$ cat config.mk
export PLATFORM = sky130hd
export DESIGN_NAME = mux_scan_ctrl_flat
export DESIGN_NICKNAME = d
export VERILOG_FILES = /design/src/rtl/mux_scan_pkg.sv /design/src/rtl/mux_scan_ctrl_if.sv /design/src/rtl/mux_scan_dwell.sv /design/src/rtl/mux_scan_ctrl.sv /design/src/flat_wrapper.sv
export SDC_FILE = /design/constraint.sdc
export NUM_CORES = 1
export LEC_CHECK = 0
export ABC_CLOCK_PERIOD_IN_PS = 2310
export CAP_MARGIN = 40
export CORE_AREA = 2 2 53 55
export DETAILED_ROUTE_END_ITERATION = 10
export DIE_AREA = 0 0 55 57
export GPL_ROUTABILITY_DRIVEN = 0
export GPL_TIMING_DRIVEN = 0
export PLACE_DENSITY_LB_ADDON = 0.05
export SETUP_SLACK_MARGIN = 0.3
export SYNTH_ARGS = -nofsm -noshare
export SYNTH_HDL_FRONTEND = slang
export SYNTH_SLANG_ARGS = --single-unit
$ cat constraint.sdc
create_clock -name clk -period 2.31 [get_ports clk]
set_input_delay 0.462 -clock clk [delete_from_list [all_inputs] [get_ports clk]]
set_output_delay 0.462 -clock clk [all_outputs]
set_load 0.005 [all_outputs]
$ cat src/rtl/mux_scan_pkg.sv
// Shared types and constants for the 4:1 mux scan controller.
package mux_scan_pkg;

    typedef enum logic [1:0] {
        IDLE   = 2'd0,
        SETTLE = 2'd1,
        HOLD   = 2'd2
    } state_e;

    localparam int NUM_CH = 4;
    localparam int SEL_W  = 2;
    localparam int CNT_W  = 8;

    // Counter reload value: the sample is taken once the counter has run down to zero.
    function automatic logic [CNT_W-1:0] dwell_reload(input int dwell);
        return CNT_W'(dwell - 1);
    endfunction

endpackage

$ cat src/rtl/mux_scan_ctrl_if.sv
// Handshake/bus bundle between the scan controller and its mux and frame consumer.
// frame_parity exists only when MUX_SCAN_PARITY_EN is defined.
interface mux_scan_ctrl_if
    import mux_scan_pkg::*;
();
    logic              start;
    logic [SEL_W-1:0]  sel;
    logic              y_in;
    logic [NUM_CH-1:0] frame;
    logic              frame_valid;
    logic              frame_ready;
    logic              busy;
`ifdef MUX_SCAN_PARITY_EN
    logic              frame_parity;

    modport master (
        input  start, y_in, frame_ready,
        output sel, frame, frame_valid, busy, frame_parity
    );

    modport slave (
        output start, y_in, frame_ready,
        input  sel, frame, frame_valid, busy, frame_parity
    );
`else
    modport master (
        input  start, y_in, frame_ready,
        output sel, frame, frame_valid, busy
    );

    modport slave (
        output start, y_in, frame_ready,
        input  sel, frame, frame_valid, busy
    );
`endif

endinterface

$ cat src/rtl/mux_scan_dwell.sv
// Dwell down-counter: load, decrement-to-zero, zero flag.
module mux_scan_dwell
    import mux_scan_pkg::*;
(
    input  logic             clk,
    input  logic             rst_n,
    input  logic             load,
    input  logic [CNT_W-1:0] load_val,
    input  logic             dec,
    output logic             zero
);

    logic [CNT_W-1:0] cnt_q, cnt_d;

    always_comb begin
        cnt_d = cnt_q;
        if (load) begin
            cnt_d = load_val;
        end else if (dec && (cnt_q != '0)) begin
            cnt_d = cnt_q - 1'b1;
        end
    end

    always_ff @(posedge clk or negedge rst_n) begin
        if (!rst_n) begin
            cnt_q <= '0;
        end else begin
            cnt_q <= cnt_d;
        end
    end

    assign zero = (cnt_q == '0);

endmodule

$ cat src/rtl/mux_scan_ctrl.sv
// Scans four mux channels with a per-channel dwell, assembles a frame and hands it off
// over a valid/ready handshake. Optional frame_parity output under MUX_SCAN_PARITY_EN.
module mux_scan_ctrl
    import mux_scan_pkg::*;
#(
    parameter int DWELL      = 2,
    parameter int CONTINUOUS = 0
) (
    input  logic            clk,
    input  logic            rst_n,
    mux_scan_ctrl_if.master bus
);

    localparam logic [CNT_W-1:0] RELOAD = dwell_reload(DWELL);
    localparam logic [SEL_W-1:0] LAST_CH = SEL_W'(NUM_CH - 1);

    state_e            state_q, state_d;
    logic [SEL_W-1:0]  sel_q, sel_d;
    logic [NUM_CH-1:0] cap_q, cap_d;
    logic [NUM_CH-1:0] frame_q, frame_d;
    logic              valid_q, valid_d;
    logic              busy_q, busy_d;
    logic              cnt_load, cnt_dec, cnt_zero;
`ifdef MUX_SCAN_PARITY_EN
    logic              parity_q, parity_d;
`endif

    mux_scan_dwell u_dwell (
        .clk      (clk),
        .rst_n    (rst_n),
        .load     (cnt_load),
        .load_val (RELOAD),
        .dec      (cnt_dec),
        .zero     (cnt_zero)
    );

    always_comb begin
        state_d  = state_q;
        sel_d    = sel_q;
        cap_d    = cap_q;
        frame_d  = frame_q;
        cnt_load = 1'b0;
        cnt_dec  = 1'b0;

        case (state_q)
            IDLE: begin
                sel_d = '0;
                if (bus.start) begin
                    cnt_load = 1'b1;
                    state_d  = SETTLE;
                end
            end
            SETTLE: begin
                if (!cnt_zero) begin
                    cnt_dec = 1'b1;
                end else begin
                    cap_d[sel_q] = bus.y_in;
                    if (sel_q != LAST_CH) begin
                        sel_d    = sel_q + 1'b1;
                        cnt_load = 1'b1;
                    end else begin
                        // The freshly sampled last channel must be part of the frame.
                        frame_d = cap_d;
                        state_d = HOLD;
                    end
                end
            end
            HOLD: begin
                if (valid_q && bus.frame_ready) begin
                    sel_d = '0;
                    if ((CONTINUOUS != 0) || bus.start) begin
                        cnt_load = 1'b1;
                        state_d  = SETTLE;
                    end else begin
                        state_d = IDLE;
                    end
                end
            end
            default: begin
                sel_d   = '0;
                state_d = IDLE;
            end
        endcase

        // Status flags are registered copies of the next state.
        valid_d = (state_d == HOLD);
        busy_d  = (state_d != IDLE);
    end

`ifdef MUX_SCAN_PARITY_EN
    assign parity_d = ^frame_d;
`endif

    always_ff @(posedge clk or negedge rst_n) begin
        if (!rst_n) begin
            state_q  <= IDLE;
            sel_q    <= '0;
            cap_q    <= '0;
            frame_q  <= '0;
            valid_q  <= 1'b0;
            busy_q   <= 1'b0;
`ifdef MUX_SCAN_PARITY_EN
            parity_q <= 1'b0;
`endif
        end else begin
            state_q  <= state_d;
            sel_q    <= sel_d;
            cap_q    <= cap_d;
            frame_q  <= frame_d;
            valid_q  <= valid_d;
            busy_q   <= busy_d;
`ifdef MUX_SCAN_PARITY_EN
            parity_q <= parity_d;
`endif
        end
    end

    assign bus.sel         = sel_q;
    assign bus.frame       = frame_q;
    assign bus.frame_valid = valid_q;
    assign bus.busy        = busy_q;
`ifdef MUX_SCAN_PARITY_EN
    assign bus.frame_parity = parity_q;
`endif

endmodule

$ cat src/flat_wrapper.sv
// flat-port wrapper written by rule: the top's interface ports become plain ports
module mux_scan_ctrl_flat import mux_scan_pkg::*;
#(
    parameter int DWELL      = 2,
    parameter int CONTINUOUS = 0
)
  (clk, rst_n, bus_start, bus_y_in, bus_frame_ready, bus_sel, bus_frame, bus_frame_valid, bus_busy);
  mux_scan_ctrl_if bus_i ();
  input  logic clk;
  input  logic rst_n;
  input wire logic [$bits(bus_i.start)-1:0] bus_start;
  input wire logic [$bits(bus_i.y_in)-1:0] bus_y_in;
  input wire logic [$bits(bus_i.frame_ready)-1:0] bus_frame_ready;
  output wire logic [$bits(bus_i.sel)-1:0] bus_sel;
  output wire logic [$bits(bus_i.frame)-1:0] bus_frame;
  output wire logic [$bits(bus_i.frame_valid)-1:0] bus_frame_valid;
  output wire logic [$bits(bus_i.busy)-1:0] bus_busy;
  assign bus_i.start = bus_start;
  assign bus_i.y_in = bus_y_in;
  assign bus_i.frame_ready = bus_frame_ready;
  assign bus_sel = bus_i.sel;
  assign bus_frame = bus_i.frame;
  assign bus_frame_valid = bus_i.frame_valid;
  assign bus_busy = bus_i.busy;
  mux_scan_ctrl #(.DWELL(DWELL), .CONTINUOUS(CONTINUOUS)) u_core (.clk(clk), .rst_n(rst_n), .bus(bus_i));
endmodule
==> run metrics <==
total core area between 2000 and 3000 um^2; commonest non-fill, non-tap cell in the layout dfrtp_1; Startpoint Class flop; WP data required approximately 2500 ps; Final ANT Viol Nets 0; Worst R2R Start u_core.u_dwell.cnt_q[3]; clk buf depth 2; die area 3135 um^2; CTS sink cnt 21; CTS HTree Levels 1; wire per inst 14.20 um; first-pass GRT wire length around 3400 um; Post-Syn Instances 96; Layout Skew 4.643 ps; design area between 1000 and 1500 um^2; Fillers 232; status complete, no violations; die height 57 um; critical path's slowest cell or4_4; Synth cell types 37; antenna violations before repair 0; slowest stage delay, CP 550 ps; final worst setup slack between 300 and 400 ps; Pre-antenna DRT Iters 4; DRT Wirelength roughly 2200 um; max-cap viol count 0; Most common cell on crit path buf_4; ant diodes 0; Syn Area/Cell 11.68 um^2; Power, Total about 0.0014 W; CP Cell Sequence or4_4 > buf_6 > buf_4 > buf_4 > o41ai_4 > buf_4 > a311oi_1; critical path arrival about 2200 ps; worst-path maximum fanout 8; Slew headroom between 60% and 70%; Worst-path clk slew between 100 and 150 ps; GRT Overall Usage 15.24%; crit end category flop; FP Rows 19; clk root buf clkbuf_4; #FFs+latches synth 21; number of buffers added on ports 12; sequential-to-total area share from yosys stat between 40% and 50%; clk_lat worst skew 300 ps; worst hold path class in -> async; Yosys warnings 0; worst vdd ir between 700 and 800 uV; nets@finish between 100 and 150; minimum clock period ~2000 ps; die width between 50 and 60 um; flop2flop setup slack ~340 ps; Final TNS setup 0 ps; Cell Area, Synth ~1100 um^2; final std cells w/o fill around 150; CTS buffer count 3; Leak between 0.6 and 0.7 nW; final setup fails 0; Syn Nets 107; pin count of the biggest net entering global routing 12; Starting Density ~43%; R2R cell count 7; DP Area 1295 um^2; pre-CTS WS 237.7 ps; Detailed Place HPWL between 1500 and 2000 um; RSZ-0062 raised after global routing true; sequential standard cell area between 500 and 600 um^2; Fin. Hold Viols 0; iteration-0 DRC count of the detailed router 23; # hold bufs at CTS 0; total global routing overflow 0; share of cells above drive strength 1 around a quarter; Inst Count DP 140; DRC errors left 0; pwr dens 1009 nW/um^2; I/O pin count 13; Max Slew Vio Count 0; Fmax achieved around 510 MHz; Reg2Reg Capture Point u_core.u_dwell.cnt_q[2]; CTS tree done; vias in the first global route between 700 and 800; Area Growth Syn to Fin 24.89%; final worst-path cycle share between 80% and 90%; CP startpoint u_core.u_dwell.cnt_q[3]; most frequent cells in the layout 20 x dfrtp_1, 12 x clkdlybuf4s50_1, 8 x buf_4, 6 x nand2_1, 6 x ha_1; detailed-route vias per instance approximately 5.3; Worst-Margin Slew between 500 and 600 ps; Multi-input gate area ~600 um^2; vias post-DR 803; Setup Crit Path Kind reg -> reg
-- registers in the layout, indices dropped and copies added (netlist names) --
register	cells
u_core.state_q	2
u_core.bus.frame	4
u_core.bus.sel	2
u_core.cap_q	3
u_core.bus.frame_valid	1
u_core.u_dwell.cnt_q	8
u_core.bus.busy	1
-- worst max-delay path: cells and delay by family (launching register included) --
family	cells	cell delay (ps)
flops	1	440
simple gates	1	550
buf+inv	4	620
compound gates	2	250
-- kinds of logic (layout without fill, tap and decap cells) --
kind of cell               Yosys count  in the layout  synth area share, %
muxes                               10             10                11.38
and+or+nand+nor                     32             32                17.41
adders and majority gates            6              6                6.696
AOI/OAI and AO/OA                   17             17                12.17
xor gates and xnor gates             4              4                3.126
DFF                                 21             21                46.87
buffers and inverters                6             31                2.344
-- synthesized netlist by cell type --
cell type	instances	share of area, %
a211o_1	1	0.78
a211oi_1	2	1.3
a21o_1	1	0.67
a21oi_1	4	1.8
a311oi_1	1	0.78
a32o_1	1	0.89
and3_1	1	0.56
buf_4	1	0.67
dfrtp_1	21	47
ha_1	6	6.7
inv_1	5	1.7
mux2_1	2	2.0
mux2_2	4	4.0
mux2_4	4	5.4
nand2_1	6	2.0
nand2_4	1	1.0
nand2b_1	2	1.1
nand3_1	2	0.89
nand3b_1	2	1.3
nor2_1	5	1.7
nor2b_1	1	0.56
nor3_1	3	1.3
nor3_4	1	1.5
nor3b_1	1	0.67
nor4_1	1	0.56
nor4b_1	1	0.78
o211ai_1	2	1.3
o21ai_0	2	0.89
o21ai_1	1	0.45
o41ai_1	1	0.78
o41ai_4	1	2.5
or3_1	2	1.1
or3b_2	1	0.78
or4_1	1	0.67
or4b_2	1	0.89
xnor2_1	3	2.3
xor2_1	1	0.78
-- worst max-delay path by stage --
stage,end,slack [ps],cells after the start
after floorplan,u_core.bus.frame[0],420,6
after global placement,u_core.bus.frame[0],250,6
after detailed placement,u_core.bus.frame[2],240,6
after CTS,u_core.u_dwell.cnt_q[7],310,6
after global routing,u_core.u_dwell.cnt_q[2],280,7
final,u_core.u_dwell.cnt_q[2],340,7
-- what timing repair did --
item | CTS | global route
endpoints found under the setup margin | 10 | 14
pin swaps | 1 | 4
setup buffers | 1 | 7
resized for setup | 1 | 6
-- final cells by class --
cell class,instances,share of cell area (%)
Multi-Input combinational cell,69,41.64
Sequential cell,21,37.62
Timing Repair Buffer,21,13.94
Tap cell,31,2.770
Clock buffer,4,1.877
Inverter,5,1.340
Buffer,1,0.8043
-- layer usage --
layer / GRT usage (%) / share of wire, %
met5: 0 / 0
met4: 8.362 / 0.79
met3: 2.618 / 2.2
met2: 22.62 / 50
met1: 20.85 / 47
-- through the flow --
stage	utilization, %	hold slack (ps)
2_1_floorplan	-	166.4
3_3_place_gp	48.95	470.3
3_5_place_dp	49.52	485.6
4_1_cts	50.91	511.2
5_1_grt	53.54	530.0
6_report	53.54	502.0
-- power breakdown --
part           internal (W)  switching [W]
Combinational      0.000358       0.000271
Clock             0.0000672       0.000109
Sequential         0.000489       0.000118
Total              0.000914       0.000499
No activity file was read; power rests on OpenSTA's default activity.
